`src/rtl/uart_pkg.sv`:
```
// Shared UART receiver definitions: parity modes, receiver state encoding, bit-centre helper.
package uart_pkg;

  localparam logic [1:0] PAR_NONE = 2'd0;
  localparam logic [1:0] PAR_EVEN = 2'd1;
  localparam logic [1:0] PAR_ODD  = 2'd2;

  typedef enum logic [2:0] {
    IDLE,
    START,
    DATA,
    PARITY,
    STOP,
    BREAK_WAIT
  } rx_state_t;

  function automatic int unsigned mid_of(input int unsigned oversample);
    return oversample / 2;
  endfunction

endpackage

```
`src/rtl/uart_rx_param_if.sv`:
```
// Receiver line/config inputs and valid-ready output bundle; master = receiver, slave = consumer.
interface uart_rx_param_if #(
  parameter int DATA_BITS = 8
);
  logic                 oversample_tick;
  logic                 rxd;
  logic [1:0]           cfg_parity;
  logic [DATA_BITS-1:0] data_out;
  logic                 out_valid;
  logic                 out_ready;
  logic                 parity_error;
  logic                 stop_error;
  logic                 break_detect;
  logic                 overrun_error;

  modport master (
    input  oversample_tick, rxd, cfg_parity, out_ready,
    output data_out, out_valid, parity_error, stop_error, break_detect, overrun_error
  );

  modport slave (
    output oversample_tick, rxd, cfg_parity, out_ready,
    input  data_out, out_valid, parity_error, stop_error, break_detect, overrun_error
  );
endinterface

```
`src/rtl/uart_rx_sampler.sv`:
```
// 2-FF rxd synchroniser plus majority vote over the three samples around the bit centre.
// vote is valid on the decision tick (phase MID+1), combining two stored samples with the live one.
module uart_rx_sampler
  import uart_pkg::*;
#(
  parameter int OVERSAMPLE = 16,
  parameter int PH_W       = $clog2(OVERSAMPLE)
) (
  input  logic            clk,
  input  logic            reset,
  input  logic            tick,
  input  logic            rxd,
  input  logic [PH_W-1:0] phase,
  output logic            rxs,
  output logic            vote
);

  localparam int MID = int'(mid_of(OVERSAMPLE));
  localparam logic [PH_W-1:0] PH_MIDM1 = PH_W'(MID - 1);
  localparam logic [PH_W-1:0] PH_MID   = PH_W'(MID);

  logic       sync1_q, sync1_d;
  logic       sync2_q, sync2_d;
  logic [1:0] smp_q, smp_d;

  always_comb begin
    sync1_d = rxd;
    sync2_d = sync1_q;
    smp_d   = smp_q;
    if (tick && (phase == PH_MIDM1 || phase == PH_MID)) begin
      smp_d = {smp_q[0], sync2_q};
    end
  end

  always_ff @(posedge clk or posedge reset) begin
    if (reset) begin
      sync1_q <= 1'b1;
      sync2_q <= 1'b1;
      smp_q   <= 2'b11;
    end else begin
      sync1_q <= sync1_d;
      sync2_q <= sync2_d;
      smp_q   <= smp_d;
    end
  end

  assign rxs  = sync2_q;
  assign vote = (smp_q[1] & smp_q[0]) | (smp_q[1] & sync2_q) | (smp_q[0] & sync2_q);

endmodule

```
`src/rtl/uart_rx_param.sv`:
```
// Oversampled UART receiver with parity/stop checking, break detection and a one-deep valid/ready output.
// Frame registers at the final stop decision tick; a completion while a frame is held and not accepted is dropped with overrun_error.
module uart_rx_param
  import uart_pkg::*;
#(
  parameter int DATA_BITS  = 8,
  parameter int OVERSAMPLE = 16,
  parameter int STOP_BITS  = 1
) (
  input  logic          clk,
  input  logic          reset,
  uart_rx_param_if.master rx
);

  localparam int MID  = int'(mid_of(OVERSAMPLE));
  localparam int PH_W = $clog2(OVERSAMPLE);
  localparam int BI_W = 4;
  localparam logic [PH_W-1:0] PH_DEC  = PH_W'(MID + 1);
  localparam logic [PH_W-1:0] PH_LAST = PH_W'(OVERSAMPLE - 1);

  rx_state_t            state_q, state_d;
  logic [PH_W-1:0]      phase_q, phase_d;
  logic [BI_W-1:0]      bit_q, bit_d;
  logic [DATA_BITS-1:0] shift_q, shift_d;
  logic [1:0]           par_mode_q, par_mode_d;
  logic                 par_acc_q, par_acc_d;
  logic                 perr_q, perr_d;
  logic                 serr_q, serr_d;
  logic                 zero_q, zero_d;
  logic [DATA_BITS-1:0] dout_q, dout_d;
  logic                 vld_q, vld_d;
  logic                 pe_q, pe_d;
  logic                 se_q, se_d;
  logic                 brk_q, brk_d;
  logic                 ovr_q, ovr_d;

  logic rxs, vote, dec, wrap, complete, is_brk, frame_se;

  uart_rx_sampler #(.OVERSAMPLE(OVERSAMPLE), .PH_W(PH_W)) u_sampler (
    .clk   (clk),
    .reset (reset),
    .tick  (rx.oversample_tick),
    .rxd   (rx.rxd),
    .phase (phase_q),
    .rxs   (rxs),
    .vote  (vote)
  );

  assign dec  = rx.oversample_tick && (phase_q == PH_DEC);
  assign wrap = rx.oversample_tick && (phase_q == PH_LAST);

  always_comb begin
    state_d    = state_q;
    phase_d    = phase_q;
    bit_d      = bit_q;
    shift_d    = shift_q;
    par_mode_d = par_mode_q;
    par_acc_d  = par_acc_q;
    perr_d     = perr_q;
    serr_d     = serr_q;
    zero_d     = zero_q;
    complete   = 1'b0;
    is_brk     = 1'b0;
    frame_se   = serr_q;

    if (rx.oversample_tick) begin
      phase_d = wrap ? '0 : phase_q + PH_W'(1);
    end

    case (state_q)
      IDLE: begin
        phase_d = '0;
        if (rx.oversample_tick && !rxs) begin
          state_d    = START;
          bit_d      = '0;
          par_mode_d = rx.cfg_parity;
          par_acc_d  = 1'b0;
          perr_d     = 1'b0;
          serr_d     = 1'b0;
          zero_d     = 1'b1;
        end
      end
      START: begin
        if (dec && vote) begin
          state_d = IDLE;
        end else if (wrap) begin
          state_d = DATA;
        end
      end
      DATA: begin
        if (dec) begin
          shift_d   = {vote, shift_q[DATA_BITS-1:1]};
          par_acc_d = par_acc_q ^ vote;
          zero_d    = zero_q & ~vote;
        end
        if (wrap) begin
          if (bit_q == BI_W'(DATA_BITS - 1)) begin
            bit_d   = '0;
            state_d = (par_mode_q == PAR_EVEN || par_mode_q == PAR_ODD) ? PARITY : STOP;
          end else begin
            bit_d = bit_q + BI_W'(1);
          end
        end
      end
      PARITY: begin
        if (dec) begin
          perr_d = (par_mode_q == PAR_ODD) ? ~(par_acc_q ^ vote) : (par_acc_q ^ vote);
          zero_d = zero_q & ~vote;
        end
        if (wrap) begin
          state_d = STOP;
        end
      end
      STOP: begin
        if (dec) begin
          frame_se = serr_q | ~vote;
          serr_d   = frame_se;
          // Completing at the last decision lets a back-to-back start edge be caught.
          if (bit_q == BI_W'(STOP_BITS - 1)) begin
            complete = 1'b1;
            is_brk   = zero_q & ~vote;
            state_d  = is_brk ? BREAK_WAIT : IDLE;
          end
        end
        if (wrap) begin
          bit_d = bit_q + BI_W'(1);
        end
      end
      BREAK_WAIT: begin
        phase_d = '0;
        if (rx.oversample_tick && rxs) begin
          state_d = IDLE;
        end
      end
      default: state_d = IDLE;
    endcase
  end

  always_comb begin
    dout_d = dout_q;
    pe_d   = pe_q;
    se_d   = se_q;
    vld_d  = vld_q & ~rx.out_ready;
    brk_d  = complete & is_brk;
    ovr_d  = 1'b0;
    if (complete && !is_brk) begin
      if (vld_q && !rx.out_ready) begin
        ovr_d = 1'b1;
      end else begin
        vld_d  = 1'b1;
        dout_d = shift_q;
        pe_d   = perr_q;
        se_d   = frame_se;
      end
    end
  end

  always_ff @(posedge clk or posedge reset) begin
    if (reset) begin
      state_q    <= IDLE;
      phase_q    <= '0;
      bit_q      <= '0;
      shift_q    <= '0;
      par_mode_q <= PAR_NONE;
      par_acc_q  <= 1'b0;
      perr_q     <= 1'b0;
      serr_q     <= 1'b0;
      zero_q     <= 1'b0;
      dout_q     <= '0;
      vld_q      <= 1'b0;
      pe_q       <= 1'b0;
      se_q       <= 1'b0;
      brk_q      <= 1'b0;
      ovr_q      <= 1'b0;
    end else begin
      state_q    <= state_d;
      phase_q    <= phase_d;
      bit_q      <= bit_d;
      shift_q    <= shift_d;
      par_mode_q <= par_mode_d;
      par_acc_q  <= par_acc_d;
      perr_q     <= perr_d;
      serr_q     <= serr_d;
      zero_q     <= zero_d;
      dout_q     <= dout_d;
      vld_q      <= vld_d;
      pe_q       <= pe_d;
      se_q       <= se_d;
      brk_q      <= brk_d;
      ovr_q      <= ovr_d;
    end
  end

  assign rx.data_out      = dout_q;
  assign rx.out_valid     = vld_q;
  assign rx.parity_error  = pe_q;
  assign rx.stop_error    = se_q;
  assign rx.break_detect  = brk_q;
  assign rx.overrun_error = ovr_q;

endmodule

```
`src/flat_wrapper.sv`:
```
// flat-port wrapper written by rule: the top's interface ports become plain ports
module uart_rx_param_flat import uart_pkg::*;
#(
  parameter int DATA_BITS  = 8,
  parameter int OVERSAMPLE = 16,
  parameter int STOP_BITS  = 1
)
  (clk, reset, rx_oversample_tick, rx_rxd, rx_cfg_parity, rx_out_ready, rx_data_out, rx_out_valid, rx_parity_error, rx_stop_error, rx_break_detect, rx_overrun_error);
  uart_rx_param_if #(.DATA_BITS(DATA_BITS)) rx_i ();
  input  logic clk;
  input  logic reset;
  input wire logic [$bits(rx_i.oversample_tick)-1:0] rx_oversample_tick;
  input wire logic [$bits(rx_i.rxd)-1:0] rx_rxd;
  input wire logic [$bits(rx_i.cfg_parity)-1:0] rx_cfg_parity;
  input wire logic [$bits(rx_i.out_ready)-1:0] rx_out_ready;
  output wire logic [$bits(rx_i.data_out)-1:0] rx_data_out;
  output wire logic [$bits(rx_i.out_valid)-1:0] rx_out_valid;
  output wire logic [$bits(rx_i.parity_error)-1:0] rx_parity_error;
  output wire logic [$bits(rx_i.stop_error)-1:0] rx_stop_error;
  output wire logic [$bits(rx_i.break_detect)-1:0] rx_break_detect;
  output wire logic [$bits(rx_i.overrun_error)-1:0] rx_overrun_error;
  assign rx_i.oversample_tick = rx_oversample_tick;
  assign rx_i.rxd = rx_rxd;
  assign rx_i.cfg_parity = rx_cfg_parity;
  assign rx_i.out_ready = rx_out_ready;
  assign rx_data_out = rx_i.data_out;
  assign rx_out_valid = rx_i.out_valid;
  assign rx_parity_error = rx_i.parity_error;
  assign rx_stop_error = rx_i.stop_error;
  assign rx_break_detect = rx_i.break_detect;
  assign rx_overrun_error = rx_i.overrun_error;
  uart_rx_param #(.DATA_BITS(DATA_BITS), .OVERSAMPLE(OVERSAMPLE), .STOP_BITS(STOP_BITS)) u_core (.clk(clk), .reset(reset), .rx(rx_i));
endmodule
```
`config.mk`:
```
export PLATFORM = sky130hd
export DESIGN_NAME = uart_rx_param_flat
export DESIGN_NICKNAME = d
export VERILOG_FILES = /design/src/rtl/uart_pkg.sv /design/src/rtl/uart_rx_param_if.sv /design/src/rtl/uart_rx_sampler.sv /design/src/rtl/uart_rx_param.sv /design/src/flat_wrapper.sv
export SDC_FILE = /design/constraint.sdc
export NUM_CORES = 1
export LEC_CHECK = 0
export BUFFER_PORTS_ARGS = -buffer_cell sky130_fd_sc_hd__buf_2
export CORE_UTILIZATION = 58
export DETAILED_ROUTE_END_ITERATION = 10
export GPL_TIMING_DRIVEN = 0
export PLACE_DENSITY = 0.78
export SYNTH_ARGS = -nofsm -noshare
export SYNTH_HDL_FRONTEND = slang
export SYNTH_SLANG_ARGS = --single-unit
```
`constraint.sdc`:
```
create_clock -name clk -period 2.66 [get_ports clk]
set_clock_uncertainty 0.1 [all_clocks]
set_input_delay 0.532 -clock clk [delete_from_list [all_inputs] [get_ports clk]]
set_output_delay 0.532 -clock clk [all_outputs]
set_load 0.03 [all_outputs]
```
# --- Word level (Yosys, flattened, before mapping) ---
# Index checks and enable logic that the tools add are counted.
totals:
  regBits: 42
  in_bits: 7
  out_inout_bits: 13
  word_cells: 132
classes:
  add_sub_neg: 2
  eq_ne: 24
  muxes: 42
  bitwise_logic: 14
  reduce_logical: 32
ops:
  columns: ["operator", "count"]
  rows:
  - ["3-bit two-way mux", 11]
  - ["4-bit two-way mux", 7]
  - ["2-bit by 1-bit inequality test with 1-bit output (second input constant)", 11]
  - ["1-bit two-way mux", 18]
  - ["3-bit one-hot mux with 6 select lines", 1]
  - ["4-bit equality test (second input constant)", 3]
  - ["4-bit one-hot mux with 3 select lines", 1]
  - ["2-bit nonzero test", 5]
  - ["3-bit AND reduction", 3]
  - ["4-bit by 1-bit adder with 4-bit output (second input constant)", 2]
  - ["4-bit by 3-bit equality test with 1-bit output (second input constant)", 2]
  - ["1-bit logical AND", 8]
  - ["1-bit one-hot mux with 2 select lines", 4]
  - ["2-bit AND reduction", 4]
  - ["8-bit AND reduction", 1]
  - ["1-bit AND", 6]
  - ["3-bit by 2-bit equality test with 1-bit output (second input constant)", 2]
  - ["3-bit equality test (second input constant)", 2]
  - ["4-bit logical NOT", 1]
  - ["1-bit inverter", 4]
  - ["4-bit AND reduction", 1]
  - ["2-bit OR reduction", 2]
  - ["3-bit by 1-bit equality test with 1-bit output (second input constant)", 1]
  - ["1-bit logical NOT", 3]
  - ["other kinds (8)", 11]

# --- Logic depth before layout (Yosys ltp) ---
# Gate-level depths: netlist of run 1.
logic_depth:
  word_depth: 11
  depth_mapped: 9

# --- Cells and area by module ---
# Synthesis of run 1 repeated with hierarchy kept, for this count alone.
hier_totals:
  hier_cells: 183
  area_unflattened_um2: 2112.0
by_module_without_submodules:
  columns: ["module", "n_inst", "cells_per_inst", "area_each_um2"]
  rows:
  - ["uart_rx_param", 1, 172, 1940.6]
  - ["uart_rx_sampler", 1, 11, 171.4]

# --- Least setup slack after synthesis of run 1 ---
# Ideal clock, no wire load.
synth_timing:
  path_type: "register to register"
  start: "reg u_core.bit_q[0]"
  end: "reg u_core.dout_q[0] (netlist: u_core.rx.data_out[0])"
  setup_ps: 125
  arrival_ps: 1697
  t_required_ps: 2435
  path_slack_ps: 738
  stages_incl_launch_ff: 8
  path_cell_list: "dfrtp_1 -> inv_1 -> ha_1 -> nor3b_1 -> o2111ai_2 -> nor2b_2 -> buf_6 -> mux2_4"
synth_between:
  elab_chain_len: 7
  elab_cells_between_ends: 10
  cone_classes: "6 x mux; 4 x reduce/logical"
synth_lines:
  columns: ["element", "line_no", "source"]
  rows:
  - ["start: declaration", "uart_rx_param.sv:23", "logic [BI_W-1:0] bit_q, bit_d;"]
  - ["start signal: assignment", "uart_rx_param.sv:178", "bit_q <= bit_d;"]
  - ["4-bit logical NOT (*)", "uart_rx_param.sv:119", "if (bit_q == BI_W'(STOP_BITS - 1)) begin"]
  - ["1-bit two-way mux", "uart_rx_param.sv:119", null]
  - ["1-bit two-way mux", "uart_rx_param.sv:115", "if (dec) begin"]
  - ["1-bit two-way mux", "uart_rx_param.sv:70", "case (state_q)"]
  - ["1-bit logical NOT", "uart_rx_param.sv:146", "if (complete && !is_brk) begin"]
  - ["1-bit logical AND (*)", "uart_rx_param.sv:146", null]
  - ["2-bit AND reduction (no line) (*)", null, null]
  - ["end signal: assignment", "uart_rx_param.sv:185", "dout_q <= dout_d;"]
  - ["end: declaration", "uart_rx_param.sv:30", "logic [DATA_BITS-1:0] dout_q, dout_d;"]
# Every way passes the cells marked *; elsewhere a longest branch is shown, timed or not.
# A chain may end at the register's enable or synchronous reset.

# --- Worst setup path after layout of run 1 ---
layout_timing:
  start: "reg u_core.bit_q[0]"
  end: "reg u_core.dout_q[7] (netlist: u_core.rx.data_out[7])"
# The elaborated chain is that of the path after synthesis.

==> run_results.csv, run 1 <==
group,metric,value,unit
outcome,status,"finished, final reports clean",
synth,synth_flop_cell,"dfrtp_1",
drt,antenna_left,0,
worst_setup_path,cp-end-kind,"flip-flop",
global_routing,grt_max_degree,43,
worst_setup_path,cp_num_buf_inv,2,
place,dpl.hpwl,2557,um
synth,yosysUniqueCellTypes,44,
global_routing,grt_pass1_wl,6672,um
clocking,cts_made_buffers,5,
synth,ys_seq_elements,42,
floorplan,initial_core_util,62.38,%
sta,final.setup.tns,0,ns
clocking,cts_setup_buffers,0,
worst_setup_path,slowest_delay,0.45,ns
drt,drtPass1Iterations,4,
clocking,h-tree-depth,2,
sta,rsz0062_at_grt,"false",
clocking,cts_sinks,42,
synth,synthMostInstantiatedCell,"dfrtp_1",
synth,synth_commonest_cells,"38 x dfrtp_1, 17 x nand2_1, 16 x nor2_1",
finish,fin_area,2395,um^2
synth,synth_edf_count,0,
synth,synth_area_leaders,"dfrtp_1 45%, mux2_2 7.4%, mux2_4 5.6%",
synth,yosys.area.top_type_share,44.63,%
synth,seq_area_frac_synth,49.56,%
worst_setup_path,critPathSlowestCell,"nor3b_1",
drt,drc,0,
flow_run,drv_cap,0,
finish,area.growth.synth_to_final,12.39,%
floorplan,design.die.area,3920,um^2
sta,finalSetupViolations,0,
sta,fmax,439.0,MHz
finish,nets,225,
floorplan,die_height,62.61,um
clocking,cts_tree,"built",
synth,syn_nets,199,
global_routing,global_route.usage.total,21.61,%
synth,syn-cell-area,2131,um^2
sta,finalHoldViolCount,0,
floorplan,io_pins,20,
clocking,cts-root-buf,"clkbuf_4",
worst_setup_path,worstSetupPathType,"reg -> reg",
sta,final_max_slew_viol_count,0,
place,portBuffers,19,
finish,antenna_cells,0,
global_routing,grt_pass1_vias,1447,
place,gp_congestion,0.7543,
hold_path,min_path_type,"in -> reg",
floorplan,dieWidth,62.61,um
clocking,ctsHoldBuffers,0,
sta,slew_headroom,42.38,%
worst_setup_path,r2r_slack,0.38,ns
worst_setup_path,crit_chain,"inv_1 > ha_1 > nor3b_1 > o2111ai_2 > nor2b_2 > buf_6 > mux2_4",
finish,drive_gt1_share,32.86,%
drt,vias,1413,
worst_setup_path,r2r-start,"u_core.bit_q[0]$_DFFE_PP0P_",
drt,wire_per_inst,14.17,um
worst_setup_path,critPathMaxFanout,10,
synth,synth_area_leader_cell,"dfrtp_1",
place,place_area,2283,um^2
worst_setup_path,arrival,2.43,ns
drt,vias_per_cell,5.456,
sta,tightest_slew,0.8630,ns
synth,yosysWarningCount,0,
synth,async_flop_share,100.0,%
clocking,path_clk_slew,0.12,ns
hold_path,min_from,"rx_rxd",
drt,drt_iter0_drc,91,
worst_setup_path,cp.required,2.81,ns
sta,finalCritPeriodShare,85.64,%
drt,wirelength,3670,um
synth,synthCells,186,
sta,period_needed,2.278,ns
clocking,clock_latency,0.35,ns
global_routing,antenna_found_initial,0,
clocking,cts_resized,0,
floorplan,fp.coreArea,3416,um^2
floorplan,num_rows,21,
global_routing,grt_overflow,0,
clocking,clock_path_buffers,2,
worst_setup_path,cp-start-kind,"flip-flop",
pwr,ir_worst_vdd,0.6036,mV
pwr,p_leak,1.149,nW
worst_setup_path,startpoint,"u_core.bit_q[0]$_DFFE_PP0P_",
worst_setup_path,critPathTopFamily,"simple AND/OR/NAND/NOR gates",
synth,syn-mean-instance-area,11.46,um^2
pwr,p_per_area,837.7,nW/um^2
==> final timing paths <==
path / end / depth (start not counted)
setup reg to reg: u_core.rx.data_out[7]$_DFFE_PP0P_ / 7
max in group asynchronous: u_core.state_q[2]$_DFFE_PP0P_ / 2
hold / removal: u_core.u_sampler.sync1_q$_DFF_PP1_ / 1
min in group asynchronous: u_core.shift_q[0]$_DFFE_PP0P_ / 2
hold reg to reg: u_core.u_sampler.rxs$_DFF_PP1_ / 0
setup / recovery: u_core.rx.data_out[7]$_DFFE_PP0P_ / 7
==> power breakdown <==
part	switching, W	internal [W]	leakage (nW)
Clock	0.000202	0.000318	0.0585
Combinational	0.000363	0.000296	0.536
Sequential	0.0000945	0.000732	0.554
Total	0.000660	0.00135	1.15
==> sequential cells by signal, summed over array words and instances, names as in the netlist <==
name,cells
u_core.bit_q,4
u_core.shift_q,8
u_core.serr_q,1
u_core.par_mode_q,2
u_core.rx.data_out,8
u_core.u_sampler.smp_q,2
u_core.rx.parity_error,1
u_core.state_q,3
u_core.phase_q,4
u_core.perr_q,1
u_core.u_sampler.sync1_q,1
u_core.zero_q,1
u_core.rx.stop_error,1
u_core.u_sampler.rxs,1
u_core.rx.break_detect,1
u_core.par_acc_q,1
u_core.rx.out_valid,1
u_core.rx.overrun_error,1
==> worst register-to-register path, stage by stage, from the launching register on <==
cell	delay [ns]
dfrtp_1	0.41
inv_1	0.10
ha_1	0.15
nor3b_1	0.45
o2111ai_2	0.25
nor2b_2	0.23
buf_6	0.20
mux2_4	0.31
==> cell type report <==
| type | instances | area (um^2) |
|---|---|---|
| Clock buffer | 6 | 51.30 |
| Clock inverter | 2 | 60.06 |
| Fill cell | 254 | 1021 |
| Buffer | 7 | 51.30 |
| Sequential cell | 42 | 1056 |
| Inverter | 7 | 26.28 |
| Tap cell | 46 | 57.56 |
| Multi-Input combinational cell | 130 | 997.2 |
| Timing Repair Buffer | 19 | 95.09 |
==> routing by layer <==
metal	routed length [um]	track usage (%)	share of wire, %
met3	132	5.839	3.6
met5	0	0	0
met4	53	7.267	1.4
met2	1838	34.92	50
met1	1646	28.10	45
==> cells in the final DEF, fill, tap and decap left out, types with 3 or more instances in the layout <==
cell type and instances:
buf_2 21, nand2_1 17, mux2_4 8, mux2_2 14, nor3_1 4, a21oi_1 4, nand3b_1 3, o21ai_0 12
nand3_1 7, inv_1 6, nor2_1 16, nor3b_1 3, ha_1 6, nand2b_1 6, dfrtp_1 38, xor2_1 4
clkbuf_4 5, dfstp_2 4
==> cell families (layout without fill, tap and decap cells) <==
family                     count (synthesis)  after routing  share of synthesized area [%]
adders and majority gates                  7              7                          4.052
muxes                                     24             24                          13.98
buffers and inverters                     14             41                          3.640
and+or+nand+nor                           68             68                          18.09
AOI/OAI and AO/OA                         26             26                          8.632
DFF                                       42             42                          49.56
xor gates and xnor gates                   5              5                          2.055
==> metrics by stage <==
| stage | hold WS (ns) | utilization (%) | total power [W] | worst slack (ns) | std cells |
|---|---|---|---|---|---|
| finish | 0.1636 | 70.11 | 0.002006 | 0.3819 | 259 |
| global placement | 0.2474 | 66.85 | 0.001454 | 0.4357 | 251 |
| floorplan | 0.2452 | - | 0.001357 | 0.7378 | 186 |
| detailed placement | 0.2476 | 66.85 | 0.001489 | 0.4008 | 251 |
| CTS | 0.1501 | 70.11 | 0.002018 | 0.3818 | 259 |
| global route | 0.1430 | 70.11 | 0.002145 | 0.2120 | 259 |
No activity file was read; power rests on OpenSTA's default activity.
==> inputs of run 2 (changes only) <==
--- a/config.mk
+++ b/config.mk
@@ -9,6 +9,7 @@
 export CORE_UTILIZATION = 58
 export DETAILED_ROUTE_END_ITERATION = 10
 export GPL_TIMING_DRIVEN = 0
+export MAX_ROUTING_LAYER = met4
 export PLACE_DENSITY = 0.78
 export SYNTH_ARGS = -nofsm -noshare
 export SYNTH_HDL_FRONTEND = slang
==> run 2 against run 1 <==
Total power is essentially flat. Highest routed layer unchanged. Cell count is the same. Global-route usage grew 0.68 points. Critical path type unchanged. Clock power is essentially flat. Largest cell class unchanged. First-iteration DRC count shrank 5.5%. Sequential cell count is the same. Register-to-register slack is essentially flat. Worst setup slack lost 0.0011 ns. Sequential power is essentially flat.
==> run_results.csv, run 2 (synthesis results as in run 1) <==
group,metric,value,unit
outcome,status,"finished, final reports clean",
global_routing,global_route.usage.total,22.29,%
finish,fillers,254,
floorplan,initial_core_util,62.38,%
sta,final.setup.tns,0,ns
worst_setup_path,worstSetupPathType,"reg -> reg",
worst_setup_path,cp_num_buf_inv,2,
sta,fmax,438.8,MHz
clocking,clock_latency,0.36,ns
worst_setup_path,cp-start-kind,"flip-flop",
worst_setup_path,arrival,2.43,ns
finish,fin_area,2395,um^2
sta,slew_headroom,42.36,%
worst_setup_path,critPathSlowestCell,"nor3b_1",
drt,drc,0,
clocking,path_clk_slew,0.12,ns
clocking,cts_made_buffers,5,
drt,wire_per_inst,14.20,um
place,gp_congestion,0.7640,
clocking,cts-root-buf,"clkbuf_4",
sta,final_max_slew_viol_count,0,
floorplan,fp.coreArea,3416,um^2
finish,final_common_cell,"dfrtp_1",
drt,vias,1404,
pwr,p_per_area,838.1,nW/um^2
global_routing,grt_overflow,0,
clocking,ctsHoldBuffers,0,
worst_setup_path,critPathMaxFanout,10,
clocking,cts_setup_buffers,0,
floorplan,design.die.area,3920,um^2
hold_path,min_path_type,"in -> reg",
clocking,cts_tree,"built",
worst_setup_path,cp.required,2.81,ns
place,place_area,2283,um^2
drt,drt_iter0_drc,86,
clocking,cts_resized,0,
sta,rsz0062_at_grt,"false",
floorplan,dieWidth,62.61,um
place,pre_cts_slack,0.4008,ns
place,portBuffers,19,
pwr,p_leak,1.149,nW
floorplan,die_height,62.61,um
floorplan,io_pins,20,
sta,tightest_slew,0.8633,ns
global_routing,grt_pass1_wl,6679,um
sta,finalSetupViolations,0,
clocking,h-tree-depth,2,
worst_setup_path,crit_chain,"inv_1 > ha_1 > nor3b_1 > o2111ai_2 > nor2b_2 > buf_6 > mux2_4",
global_routing,grt_pass1_vias,1448,
worst_setup_path,cp-end-kind,"flip-flop",
finish,antenna_cells,0,
drt,wirelength,3677,um
finish,area.growth.synth_to_final,12.39,%
drt,drtPass1Iterations,4,
finish,nets,225,
pwr,ir_worst_vdd,0.6032,mV
clocking,clock_path_buffers,2,
global_routing,grt_max_degree,43,
finish,drive_gt1_share,32.86,%
drt,antenna_left,0,
sta,layout_setup_ws,0.3809,ns
worst_setup_path,slowest_delay,0.45,ns
sta,period_needed,2.279,ns
sta,finalHoldViolCount,0,
floorplan,num_rows,21,
global_routing,antenna_found_initial,0,
drt,vias_per_cell,5.421,
clocking,cts_sinks,42,
worst_setup_path,critPathTopFamily,"simple AND/OR/NAND/NOR gates",
place,dpl.hpwl,2557,um
flow_run,drv_cap,0,
finish,layout_common_cells,"38 x dfrtp_1, 21 x buf_2, 17 x nand2_1, 16 x nor2_1, 14 x mux2_2",
sta,finalCritPeriodShare,85.68,%
[run 2: routing by layer]
layer	vias up	wire length [um]	GRT usage (%)
met5	-	0	-
met4	0	53	7.267
met3	5	148	5.839
met2	33	1857	35.05
met1	670	1618	28.10
li1	696	-	-
[run 2: where the power goes]
group	switching [W]	internal, W	leakage, nW
Combinational	0.000362	0.000296	0.536
Clock	0.000204	0.000318	0.0585
Sequential	0.0000945	0.000732	0.554
[run 2: layout make-up]
| class | instances | area, um^2 | share of cell area, % |
|---|---|---|---|
| buffer | 7 | 51.30 | 2.142 |
| clock buffer | 6 | 51.30 | 2.142 |
| clock inverter | 2 | 60.06 | 2.508 |
| inverter | 7 | 26.28 | 1.097 |
| multi-input combinational | 130 | 997.2 | 41.64 |
| sequential | 42 | 1056 | 44.10 |
| tap | 46 | 57.56 | 2.403 |
| timing repair buffer | 19 | 95.09 | 3.971 |
[run 2: metrics by stage]
step | total power, W | hold slack [ns] | util (%) | cells
floorplan | 0.001357 | 0.2452 | - | 186
global placement | 0.001454 | 0.2474 | 66.85 | 251
detailed placement | 0.001489 | 0.2476 | 66.85 | 251
CTS | 0.002018 | 0.1501 | 70.11 | 259
global route | 0.002145 | 0.1430 | 70.11 | 259
finish | 0.002007 | 0.1619 | 70.11 | 259
[run 2: final timing paths]
kind	to	depth (start not counted)	slack (ns)	start
max	u_core.rx.data_out[7]$_DFFE_PP0P_	7	0.38	u_core.bit_q[0]$_DFFE_PP0P_
min	u_core.u_sampler.sync1_q$_DFF_PP1_	1	0.16	rx_rxd
max reg2reg	u_core.rx.data_out[7]$_DFFE_PP0P_	7	0.38	u_core.bit_q[0]$_DFFE_PP0P_
min reg2reg	u_core.u_sampler.rxs$_DFF_PP1_	0	0.26	u_core.u_sampler.sync1_q$_DFF_PP1_
max in group asynchronous	u_core.state_q[2]$_DFFE_PP0P_	2	1.68	reset
min in group asynchronous	u_core.shift_q[0]$_DFFE_PP0P_	2	0.23	reset
[run 2: worst register-to-register path: stages, from the launching register on]
cell and delay, ns:
dfrtp_1 0.41, inv_1 0.10, ha_1 0.15, nor3b_1 0.45
o2111ai_2 0.25, nor2b_2 0.23, buf_6 0.20, mux2_4 0.31
